**src/rtl/gmii_tx.sv**
```systemverilog
// rtl/gmii_tx.sv - GMII transmit MAC: FWFT frame FIFO to PHY with preamble, pad, FCS and IFG
module crc32_d8 (
    input  logic [31:0] crc_in,
    input  logic [7:0]  data,
    output logic [31:0] crc_out
);
    logic [31:0] c;

    // Reflected CRC-32, bytes consumed LSB first as they appear on the wire
    always_comb begin
        c = crc_in;
        for (int i = 0; i < 8; i++) begin
            if (c[0] ^ data[i]) c = (c >> 1) ^ 32'hEDB88320;
            else                c = c >> 1;
        end
        crc_out = c;
    end
endmodule

module gmii_tx #(
    parameter bit PAD_EN  = 1'b1,
    parameter int MIN_LEN = 60,
    parameter int IFG_LEN = 12
) (
    input  logic       phy_tx_clk,
    input  logic       sys_rst,
    input  logic [8:0] rd_data,
    input  logic       rd_empty,
    output logic       rd_en,
    output logic       phy_tx_en,
    output logic       phy_tx_er,
    output logic [7:0] phy_txd,
    output logic       tx_busy,
    output logic       tx_underrun
);
    typedef enum logic [2:0] {IDLE, PREAMBLE, SFD, DATA, PAD, FCS, IFG, DRAIN} state_t;

    localparam logic [10:0] MIN_LEN_W = 11'(MIN_LEN);
    localparam logic [7:0]  IFG_LAST  = 8'(IFG_LEN - 1);

    state_t      state, state_nxt;
    logic [2:0]  pre_cnt, pre_cnt_nxt;
    logic [10:0] byte_cnt, byte_cnt_nxt, cnt_inc;
    logic [1:0]  fcs_idx, fcs_idx_nxt;
    logic [7:0]  ifg_cnt, ifg_cnt_nxt;
    logic [31:0] crc, crc_nxt, crc_fold;
    logic [7:0]  fold_byte;
    logic        head_data, head_marker, pad_needed;
    logic        tx_en_nxt, tx_er_nxt, underrun_nxt, busy_nxt;
    logic [7:0]  txd_nxt;

    function automatic logic [7:0] fcs_byte(input logic [31:0] c, input logic [1:0] idx);
        logic [31:0] t;
        t = ~c >> {idx, 3'b000};
        return t[7:0];
    endfunction

    assign head_data   = !rd_empty &&  rd_data[8];
    assign head_marker = !rd_empty && !rd_data[8];
    assign cnt_inc     = (byte_cnt == 11'd2047) ? byte_cnt : byte_cnt + 11'd1;
    assign pad_needed  = PAD_EN && (byte_cnt < MIN_LEN_W);
    assign fold_byte   = (state == DATA && head_data) ? rd_data[7:0] : 8'h00;

    crc32_d8 u_crc (
        .crc_in  (crc),
        .data    (fold_byte),
        .crc_out (crc_fold)
    );

    always_ff @(posedge phy_tx_clk) begin
        if (sys_rst) begin
            state       <= IDLE;
            pre_cnt     <= '0;
            byte_cnt    <= '0;
            fcs_idx     <= '0;
            ifg_cnt     <= '0;
            crc         <= 32'hFFFFFFFF;
            phy_tx_en   <= 1'b0;
            phy_tx_er   <= 1'b0;
            phy_txd     <= 8'h00;
            tx_busy     <= 1'b0;
            tx_underrun <= 1'b0;
        end else begin
            state       <= state_nxt;
            pre_cnt     <= pre_cnt_nxt;
            byte_cnt    <= byte_cnt_nxt;
            fcs_idx     <= fcs_idx_nxt;
            ifg_cnt     <= ifg_cnt_nxt;
            crc         <= crc_nxt;
            phy_tx_en   <= tx_en_nxt;
            phy_tx_er   <= tx_er_nxt;
            phy_txd     <= txd_nxt;
            tx_busy     <= busy_nxt;
            tx_underrun <= underrun_nxt;
        end
    end

    // The line registers hold the byte chosen in the current state, so the
    // first preamble byte is already committed on the IDLE->PREAMBLE edge.
    always_comb begin
        state_nxt    = state;
        pre_cnt_nxt  = pre_cnt;
        byte_cnt_nxt = byte_cnt;
        fcs_idx_nxt  = fcs_idx;
        ifg_cnt_nxt  = ifg_cnt;
        crc_nxt      = crc;
        case (state)
            IDLE: if (head_data) begin
                state_nxt   = PREAMBLE;
                pre_cnt_nxt = 3'd1;
            end
            PREAMBLE: if (pre_cnt == 3'd6) state_nxt = SFD;
                      else pre_cnt_nxt = pre_cnt + 3'd1;
            SFD: begin
                state_nxt    = DATA;
                crc_nxt      = 32'hFFFFFFFF;
                byte_cnt_nxt = '0;
            end
            DATA: begin
                if (head_data) begin
                    crc_nxt      = crc_fold;
                    byte_cnt_nxt = cnt_inc;
                end else if (head_marker) begin
                    if (pad_needed) begin
                        crc_nxt      = crc_fold;
                        byte_cnt_nxt = cnt_inc;
                        fcs_idx_nxt  = 2'd0;
                        state_nxt    = (cnt_inc >= MIN_LEN_W) ? FCS : PAD;
                    end else begin
                        fcs_idx_nxt = 2'd1;
                        state_nxt   = FCS;
                    end
                end else begin
                    state_nxt = DRAIN;
                end
            end
            PAD: begin
                crc_nxt      = crc_fold;
                byte_cnt_nxt = cnt_inc;
                if (cnt_inc >= MIN_LEN_W) begin
                    fcs_idx_nxt = 2'd0;
                    state_nxt   = FCS;
                end
            end
            FCS: if (fcs_idx == 2'd3) begin
                state_nxt   = IFG;
                ifg_cnt_nxt = '0;
            end else begin
                fcs_idx_nxt = fcs_idx + 2'd1;
            end
            IFG: if (ifg_cnt == IFG_LAST) state_nxt = IDLE;
                 else ifg_cnt_nxt = ifg_cnt + 8'd1;
            DRAIN: if (head_marker) begin
                state_nxt   = IFG;
                ifg_cnt_nxt = '0;
            end
            default: state_nxt = IDLE;
        endcase
    end

    always_comb begin
        rd_en        = 1'b0;
        tx_en_nxt    = 1'b0;
        tx_er_nxt    = 1'b0;
        txd_nxt      = 8'h00;
        underrun_nxt = 1'b0;
        case (state)
            IDLE: begin
                rd_en = head_marker;
                if (head_data) begin
                    tx_en_nxt = 1'b1;
                    txd_nxt   = 8'h55;
                end
            end
            PREAMBLE: begin
                tx_en_nxt = 1'b1;
                txd_nxt   = 8'h55;
            end
            SFD: begin
                tx_en_nxt = 1'b1;
                txd_nxt   = 8'hD5;
            end
            DATA: begin
                rd_en     = !rd_empty;
                tx_en_nxt = 1'b1;
                if (head_data)        txd_nxt = rd_data[7:0];
                else if (head_marker) txd_nxt = pad_needed ? 8'h00 : fcs_byte(crc, 2'd0);
                else begin
                    tx_er_nxt    = 1'b1;
                    underrun_nxt = 1'b1;
                end
            end
            PAD: tx_en_nxt = 1'b1;
            FCS: begin
                tx_en_nxt = 1'b1;
                txd_nxt   = fcs_byte(crc, fcs_idx);
            end
            DRAIN: rd_en = !rd_empty;
            default: ;
        endcase
        busy_nxt = (state != IDLE) || (state_nxt != IDLE);
    end
endmodule

```
**config.mk**
```make
export PLATFORM = sky130hd
export DESIGN_NAME = gmii_tx
export DESIGN_NICKNAME = d
export VERILOG_FILES = /design/src/rtl/gmii_tx.sv
export SDC_FILE = /design/constraint.sdc
export NUM_CORES = 1
export LEC_CHECK = 0
export ABC_AREA = 1
export CAP_MARGIN = 5
export CORE_MARGIN = 5
export CORE_UTILIZATION = 50
export CTS_CLUSTER_SIZE = 28
export DETAILED_ROUTE_END_ITERATION = 7
export PLACE_DENSITY = 0.71
export SLEW_MARGIN = 20
export SYNTH_ARGS = -nofsm -noshare
export SYNTH_HDL_FRONTEND = slang
export SYNTH_HIERARCHICAL = 1
export SYNTH_SLANG_ARGS = --single-unit
```
**constraint.sdc**
```tcl
create_clock -name phy_tx_clk -period 6.8 [get_ports phy_tx_clk]
set_input_delay 1.36 -clock phy_tx_clk [delete_from_list [all_inputs] [get_ports phy_tx_clk]]
set_output_delay 1.36 -clock phy_tx_clk [all_outputs]
set_load 0.02 [all_outputs]
```
==> run_results.csv, run 1 <==
group,metric,value,unit
routing,vias,4421,
logic_synthesis,syn_inst,701,
grt,grt_max_degree,41,
clock_tree,hold_buffers,0,
die,core-area,9640,µm²
critical_path,crit_end,"rd_en",
critical_path,critPathKind,"in2out",
grt,grtUsageTotal,20.9,%
critical_path,cp_common_cell,"clkdlybuf4s50_1",
logic_synthesis,synth-main-ff-cell,"dfxtp_1",
sta,rsz0062_at_grt,"no",
critical_path,critPathRequiredTime,5.44,ns
layout,syn_to_final_growth,10.9,%
critical_path,reg2reg_slack,3.79,ns
status,outcome,"finished clean",
layout,drive_gt1_share,15.5,%
critical_path,crit_arrival,2.89,ns
critical_path,max_stage_delay,0.63,ns
critical_path,end_kind,"output pin",
run,maxCapViolCount,0,
critical_path,r2r_cells,18,
critical_path,worstSetupStartpoint,"rd_empty",
sta,fmax,235,MHz
critical_path,worstPathMaxFanout,4,
clock_tree,cts_resized,0,
logic_synthesis,async_flop_share,0,%
pwr,p_leak,2.49,nW
logic_synthesis,ys_seq_elements,70,
pwr,ir_drop,0.0921,mV
grt,grt_pass1_wl,19700,µm
sta,holdWs,0.496,ns
clock_tree,tritoncts,"built",
clock_tree,postCtsSetupRepairBufs,0,
routing,viasPerCell,5.16,
layout,n_antenna_cell,0,
routing,wl,11600,µm
clock_tree,cts-root-buf,"clkbuf_8",
worst_hold_path,hold_path.class,"reg2reg",
critical_path,slowest_stage,"clkdlybuf4s50_1",
sta,hold_viol,0,
logic_synthesis,syn_nets,718,
clock_tree,clock-sinks,70,
pwr,pwr_density_cell,157,nW/µm²
routing,avgRoutedWirePerCell,13.5,µm
placement,gp_congestion,0.867,
critical_path,r2r-start,"state[1]",
clock_tree,htreeDepth,3,
critical_path,critical_path_depth,5,
sta,tns,0,ns
sta,slew_headroom,47.4,%
die,dieWidth,109,µm
die,io_pins,25,
clock_tree,cts_made_buffers,9,
sta,finalMaxSlewViolations,0,
routing,first_pass_iters,6,
layout,fin_util,56.2,%
logic_synthesis,netlist_area,4890,µm²
logic_synthesis,synth_warnings,6,
logic_synthesis,synth_edf_count,0,
layout,fillCellCount,940,
clock_tree,clkTransAtPathRegs,0.08,ns
placement,io_buffers,24,
clock_tree,clk_latency,0.36,ns
logic_synthesis,avgSynthCellArea,6.97,µm²
routing,drt-initial-drc-count,295,
layout,nets,735,
die,row_count,36,
routing,drtAntennaViolNets,0,
die,dieArea,11900,µm²
placement,place_inst,840,
die,initial_utilization,50.7,%
critical_path,reg2reg_to,"crc[19]",
sta,min_period,4.25,ns
die,die_y,109,µm
grt,overflow,0,
sta,skew,0.00909,ns
logic_synthesis,yosysSeqAreaShare,28.7,%
critical_path,path_cells,"clkdlybuf4s50_1, nor2_1, inv_1, o22ai_1, clkdlybuf4s50_1",
sta,finalSetupViolations,0,
clock_tree,cts_buffer_depth,2,
grt,antenna_found_initial,0,
sta,tightest_slew,0.788,ns
critical_path,critPathBufInv,3,
routing,drc,0,
logic_synthesis,synthDistinctLibCells,51,
grt,grt_pass1_vias,4174,
placement,hpwl,8190,µm
layout,finalNonFillerCells,856,
sta,fin_crit_sh,62.5,%
critical_path,worst_setup_path_start_kind,"input pin",
critical_path,crit_family,"buffers and inverters",
==> kinds of logic (layout without fill, tap and decap cells) <==
kind of cell               Yosys count  in the layout  share of synthesized area (%)
xor gates and xnor gates            58             58                           11.5
DFF                                 70             70                           28.7
AOI/OAI and AO/OA                   79             79                           10.6
buffers and inverters              116            138                           9.88
adders and majority gates            5              5                           1.28
and+or+nand+nor                    373            373                           38.1
==> how the worst min path moves through the flow <==
stage                           from    endpoint  slack [ns]  depth (start not counted)
final                     ifg_cnt[7]  ifg_cnt[7]        0.50                          2
after global routing      ifg_cnt[4]  ifg_cnt[4]        0.52                          2
after CTS                 ifg_cnt[7]  ifg_cnt[7]        0.49                          2
after detailed placement  ifg_cnt[7]  ifg_cnt[7]        0.48                          2
after global placement    ifg_cnt[7]  ifg_cnt[7]        0.46                          2
after floorplan           ifg_cnt[7]  ifg_cnt[7]        0.45                          2
==> synthesized netlist by cell type, types with 4 or more instances <==
cell	number	share of area (%)
a21oi_1	15	1.5
a22oi_1	4	0.61
a31oi_1	4	0.51
a41oi_1	4	0.72
buf_2	10	1.0
clkbuf_1	5	0.38
dfxtp_1	70	29
ha_1	5	1.3
inv_1	88	6.8
inv_2	8	0.61
nand2_1	192	15
nand2_2	36	4.6
nand2_4	10	2.3
nand3_1	39	4.0
nand3_2	11	2.3
nand4_1	7	0.90
nor2_1	43	3.3
nor2_2	6	0.77
nor2_4	8	1.8
nor3_1	10	1.0
o211ai_1	9	1.4
o21ai_0	21	2.1
o221ai_1	6	1.1
xnor2_1	12	2.1
xor2_1	42	7.5
==> worst min-delay path: cells and delay by family, from the launching register on <==
family / cells / cell delay, ns
flip-flops: 1 / 0.32
AO/OA/AOI/OAI: 2 / 0.13
==> cell type report <==
| type | instances | area, µm² | area share (%) |
|---|---|---|---|
| Multi-Input combinational cell | 515 | 3000 | 55.4 |
| Sequential cell | 70 | 1400 | 25.9 |
| Inverter | 96 | 360 | 6.65 |
| Timing Repair Buffer | 26 | 255 | 4.71 |
| Tap cell | 133 | 166 | 3.07 |
| Clock buffer | 11 | 151 | 2.79 |
| Clock inverter | 5 | 81.3 | 1.50 |
==> cell usage in the layout, fill, tap and decap left out, types with 2 or more instances in the layout <==
master	netlist	routed
o21ai_0	21	21
a21oi_1	15	15
o221ai_1	6	6
o22ai_1	2	2
a31o_2	2	2
nand2_2	36	36
nor3_1	10	10
nand2_1	192	192
nor2_4	8	8
nand3_2	11	11
bufinv_16	0	2
o21ai_1	2	2
ha_1	5	5
xor2_2	2	2
clkdlybuf4s50_1	0	24
nand3b_1	2	2
nand2_4	10	10
xor2_1	42	42
inv_2	8	8
nand4_1	7	7
buf_4	3	2
o211ai_1	9	9
a22oi_1	4	4
a211oi_1	3	3
xnor2_1	12	12
a41oi_1	4	4
dfxtp_1	70	70
nor2_2	6	6
a31oi_1	4	4
nor2_1	43	43
inv_1	88	88
clkbuf_8	0	11
nand3_1	39	39
o21ai_2	2	2
==> power by group <==
part	switching, mW	internal, mW
clock network	0.167	0.226
registers	0.00240	0.414
logic	0.0257	0.0172
==> registers in the layout, indices dropped and copies added (netlist names), 2 cells and up <==
| name | cells |
|---|---|
| byte_cnt | 11 |
| crc | 32 |
| fcs_idx | 2 |
| ifg_cnt | 8 |
| phy_txd | 8 |
| pre_cnt | 3 |
| state | 3 |
==> metrics by stage <==
stage / setup slack, ns / instance area, µm² / total power [mW]
floorplan: 3.50 / 4890 / 0.449
global placement: 2.62 / 5190 / 0.468
detailed placement: 2.55 / 5190 / 0.469
CTS: 2.55 / 5420 / 0.860
global route: 2.41 / 5420 / 0.879
finish: 2.55 / 5420 / 0.853
==> metal layers <==
| metal | GRT usage, % | up-vias | part of all wire (%) |
|---|---|---|---|
| li1 | - | 2249 | - |
| met1 | 29.1 | 2050 | 48 |
| met2 | 33.2 | 107 | 46 |
| met3 | 3.20 | 15 | 4.1 |
| met4 | 6.49 | 0 | 1.6 |
| met5 | 0 | - | 0 |
No activity file was read; power rests on OpenSTA's default activity.
==> inputs of run 2 (changes only) <==
- clock period: 6.8 -> 4.14 ns (I/O delays scaled with it)
==> run 2 against run 1 <==
Against the previous run:
- utilization down 0.12 points
- design area shrank 0.21%
- flip-flop and latch count unchanged
- non-clock buffer count is 3 higher
- sequential power grew 64%
- hold slack lost 0.0062 ns
- combinational power up 67%
- cell count increased by 0.35%
- routed wire length decreased by 0.41%
- sequential share of layout area increased by 0.054 points
- global-route usage down 0.62 points
- first-iteration DRC count fell by 3.7%
- largest cell class unchanged
==> run_results.csv, run 2 (synthesis results as in run 1) <==
group,metric,value,unit
critical_path,path_cells,"clkdlybuf4s50_1, nor2_1, inv_1, o22ai_1, clkdlybuf4s50_1",
critical_path,reg2reg_to,"crc[19]",
worst_hold_path,hold_path_end,"ifg_cnt[7]",
clock_tree,cts-root-buf,"clkbuf_8",
layout,drive_gt1_share,15.8,%
worst_hold_path,hold_path.class,"reg2reg",
layout,n_antenna_cell,0,
clock_tree,cts_resized,0,
layout,finalNonFillerCells,859,
critical_path,end_kind,"output pin",
sta,finalMaxSlewViolations,0,
clock_tree,clock-sinks,70,
clock_tree,cts_buffer_depth,2,
layout,largest_register,"crc",
routing,drt-initial-drc-count,284,
routing,first_pass_iters,5,
die,row_count,36,
sta,finalSetupViolations,0,
routing,avgRoutedWirePerCell,13.4,µm
sta,skew,0.00813,ns
routing,viasPerCell,5.19,
critical_path,max_stage_delay,0.62,ns
placement,io_buffers,24,
clock_tree,clk_latency,0.36,ns
grt,antenna_found_initial,0,
sta,slew_headroom,43.6,%
critical_path,r2r_cells,20,
worst_hold_path,hp-start,"ifg_cnt[7]",
grt,grtUsageTotal,20.2,%
grt,grt_max_degree,40,
sta,fmax,311,MHz
die,io_pins,25,
critical_path,worst_setup_path_start_kind,"input pin",
layout,largest_reg_flops,32,
sta,tightest_slew,0.845,ns
status,outcome,"finished clean",
layout,reg.largest.list,"crc x32, byte_cnt x11",
critical_path,cp_common_cell,"clkdlybuf4s50_1",
routing,wl,11500,µm
placement,hpwl,8250,µm
die,initial_utilization,50.7,%
sta,layout_setup_ws,0.928,ns
layout,layout_common_cells,"nand2_1 (192), inv_1 (88), dfxtp_1 (70)",
grt,grt_pass1_vias,4053,
die,dieArea,11900,µm²
placement,place_inst,843,
die,dieWidth,109,µm
critical_path,worstPathMaxFanout,4,
clock_tree,hold_buffers,0,
routing,drtAntennaViolNets,0,
critical_path,crit_arrival,2.38,ns
sta,hold_viol,0,
sta,fin_crit_sh,77.6,%
clock_tree,cts_made_buffers,9,
critical_path,critPathKind,"in2out",
die,core-area,9640,µm²
clock_tree,tritoncts,"built",
pwr,ir_drop,0.133,mV
die,die_y,109,µm
routing,drc,0,
clock_tree,postCtsSetupRepairBufs,0,
sta,tns,0,ns
grt,overflow,0,
sta,rsz0062_at_grt,"no",
sta,holdWs,0.489,ns
run,maxCapViolCount,0,
sta,min_period,3.21,ns
routing,vias,4459,
worst_hold_path,hold_path_depth,2,
placement,gp_congestion,0.874,
critical_path,reg2reg_slack,1.53,ns
placement,dp_slack,0.933,ns
pwr,p_leak,2.50,nW
clock_tree,clkTransAtPathRegs,0.08,ns
layout,nets,738,
layout,syn_to_final_growth,10.6,%
pwr,finalPower,1.33,mW
critical_path,slowest_stage,"clkdlybuf4s50_1",
critical_path,r2r-start,"state[1]",
pwr,pwr_density_cell,246,nW/µm²
critical_path,critPathRequiredTime,3.31,ns
layout,layout_commonest_cell,"nand2_1",
clock_tree,htreeDepth,3,
grt,grt_pass1_wl,19200,µm
run 2: cell types whose count changed in the layout (fill, tap and decap cells not counted), sizes merged:
cell    before  now
buf          2    5
clkinv       2    4
bufinv       2    1
clkbuf      11   10
run 2: metal layers:
metal | wire length [µm] | vias to the layer above | track usage, % | share of wire [%]
met4 | 212 | 0 | 7.75 | 1.8
met1 | 5690 | 2059 | 28.3 | 49
met3 | 544 | 19 | 3.32 | 4.7
met2 | 5100 | 111 | 31.2 | 44
li1 | - | 2270 | - | -
met5 | 0 | - | 0 | 0
run 2: worst max-delay path: cells and delay by family:
family	cells	cell delay (ns)
and+or+nand+nor	1	0.21
buffers and inverters	3	1.21
AOI/OAI and AO/OA	1	0.14
run 2: how the worst max path moves through the flow:
| stage | startpoint | end | cells past startpoint |
|---|---|---|---|
| final | rd_empty | rd_en | 5 |
| after detailed placement | rd_empty | crc[19] | 20 |
| after CTS | rd_empty | rd_en | 5 |
| after floorplan | rd_empty | crc[21] | 15 |
| after global routing | rd_empty | rd_en | 5 |
| after global placement | rd_empty | rd_en | 5 |
run 2: final cells by class:
cell class              count  area (µm²)
inverters                  96         360
clock buffers              10         138
flip-flops and latches     70        1400
repair buffers             29         278
fillers                   932        4230
clock inverters             6        61.3
multi-input cells         515        3000
well taps                 133         166
run 2: metrics by stage:
step           area [µm²]  utilization, %
3_3_place_gp         5210            54.0
2_1_floorplan        4890               -
6_report             5410            56.1
3_5_place_dp         5210            54.0
4_1_cts              5410            56.1
5_1_grt              5410            56.1
run 2: power breakdown:
| group | total (mW) | internal [mW] | switching, mW |
|---|---|---|---|
| combinational | 0.0717 | 0.0290 | 0.0427 |
| sequential | 0.684 | 0.680 | 0.00400 |
| clock | 0.573 | 0.293 | 0.280 |
| total | 1.33 | 1.00 | 0.327 |
==> inputs of run 3 (changes only) <==
- clock period: 4.14 -> 3.2 ns (I/O delays scaled with it)
==> run 3 against run 2 <==
Against the previous run:
- power increased by 34%
- highest routed layer unchanged
- non-clock buffer count increased by 1
- clock-buffer cell count unchanged
- clock power increased by 39%
- largest power group unchanged
- largest cell class unchanged
- worst setup slack got worse by 0.67 ns
- routed wire length increased by 1.9%
==> run_results.csv, run 3 (synthesis results as in run 1) <==
group,metric,value,unit
clock_tree,postCtsSetupRepairBufs,0,
clock_tree,clock-sinks,70,
grt,grt_pass1_vias,3990,
grt,antenna_found_initial,0,
sta,rsz0062_at_grt,"no",
layout,reg.largest.list,"crc x32, byte_cnt x11",
critical_path,r2r_cells,17,
layout,layout_commonest_cell,"nand2_1",
sta,tightest_slew,0.719,ns
clock_tree,cts_made_buffers,9,
sta,finalSetupViolations,0,
worst_hold_path,hold_path_end,"ifg_cnt[7]",
routing,drt-initial-drc-count,265,
clock_tree,tritoncts,"built",
layout,n_antenna_cell,0,
pwr,p_leak,2.50,nW
critical_path,worstPathMaxFanout,4,
routing,viasPerCell,5.16,
layout,layout_common_cells,"nand2_1 (192), inv_1 (88), dfxtp_1 (70)",
sta,fin_crit_sh,91.9,%
clock_tree,cts-root-buf,"clkbuf_8",
status,outcome,"finished clean",
routing,wl,11800,µm
critical_path,end_kind,"output pin",
clock_tree,cts_buffer_depth,2,
worst_hold_path,hold_path.class,"reg2reg",
clock_tree,cts_resized,0,
sta,holdWs,0.495,ns
sta,hold_viol,0,
die,initial_utilization,50.7,%
critical_path,crit_arrival,2.30,ns
routing,first_pass_iters,5,
sta,slew_headroom,52.0,%
layout,largest_reg_flops,32,
clock_tree,clk_latency,0.37,ns
die,dieWidth,109,µm
critical_path,critPathRequiredTime,2.56,ns
die,io_pins,25,
die,die_y,109,µm
placement,gp_congestion,0.853,
pwr,ir_drop,0.171,mV
routing,avgRoutedWirePerCell,13.7,µm
die,row_count,36,
worst_hold_path,hp-start,"ifg_cnt[7]",
sta,fmax,340,MHz
sta,skew,0.0104,ns
clock_tree,clkTransAtPathRegs,0.08,ns
critical_path,worst_setup_path_start_kind,"input pin",
placement,hpwl,8620,µm
layout,nets,739,
routing,drtAntennaViolNets,0,
layout,syn_to_final_growth,11.1,%
pwr,pwr_density_cell,327,nW/µm²
critical_path,critPathKind,"in2out",
die,core-area,9640,µm²
placement,io_buffers,24,
worst_hold_path,hold_path_depth,2,
run,maxCapViolCount,0,
grt,grt_max_degree,30,
critical_path,reg2reg_slack,0.55,ns
routing,drc,0,
grt,overflow,0,
die,dieArea,11900,µm²
grt,grt_pass1_wl,19200,µm
critical_path,reg2reg_to,"crc[26]",
sta,min_period,2.94,ns
layout,largest_register,"crc",
critical_path,r2r-start,"state[1]",
clock_tree,hold_buffers,0,
routing,vias,4434,
clock_tree,htreeDepth,3,
sta,finalMaxSlewViolations,0,
layout,drive_gt1_share,15.8,%
grt,grtUsageTotal,20.6,%
sta,tns,0,ns
[run 3: changes by cell type in the layout (fill, tap and decap cells not counted), sizes merged]
cell and delta:
buf +1, bufinv +1, clkinv -1
[run 3: stage by stage]
step                std cells  worst slack, ns  power [mW]  utilization, %  cell area [µm²]
floorplan                 701            0.908       0.955               -             4890
CTS                       860            0.304        1.79            56.3             5430
global placement          844            0.244       0.997            54.1             5220
finish                    860            0.258        1.78            56.3             5430
global route              860            0.165        1.83            56.3             5430
detailed placement        844            0.190       0.997            54.1             5220
[run 3: critical path: stages]
cell and delay, ns:
clkdlybuf4s50_1 0.47, nor2_1 0.26, inv_1 0.14, o22ai_1 0.16, clkdlybuf4s50_1 0.63
[run 3: cell type report]
cell class / instances / area [µm²]
sequential: 70 / 1400
fill: 962 / 4210
inverter: 96 / 360
timing repair buffer: 30 / 285
clock inverter: 6 / 86.3
tap: 133 / 166
clock buffer: 10 / 128
multi-input combinational: 515 / 3000
[run 3: how the worst max path moves through the flow]
stage	startpoint	to	slack, ns	cells after the start
floorplan	rd_empty	crc[21]	0.91	15
global placement	rd_empty	crc[26]	0.24	17
detailed placement	rd_empty	crc[26]	0.19	17
CTS	rd_empty	rd_en	0.30	5
global route	rd_empty	rd_en	0.17	5
finish	rd_empty	rd_en	0.26	5
[run 3: routing by layer]
| metal | global-route usage [%] | wire length [µm] |
|---|---|---|
| met1 | 28.5 | 5660 |
| met2 | 32.5 | 5420 |
| met3 | 2.25 | 485 |
| met4 | 8.57 | 195 |
| met5 | 0 | 0 |
[run 3: power breakdown]
group          switching, mW  leakage [nW]  internal (mW)
Sequential           0.00497         0.567          0.880
Clock                  0.360         0.106          0.438
Combinational         0.0556          1.83         0.0375
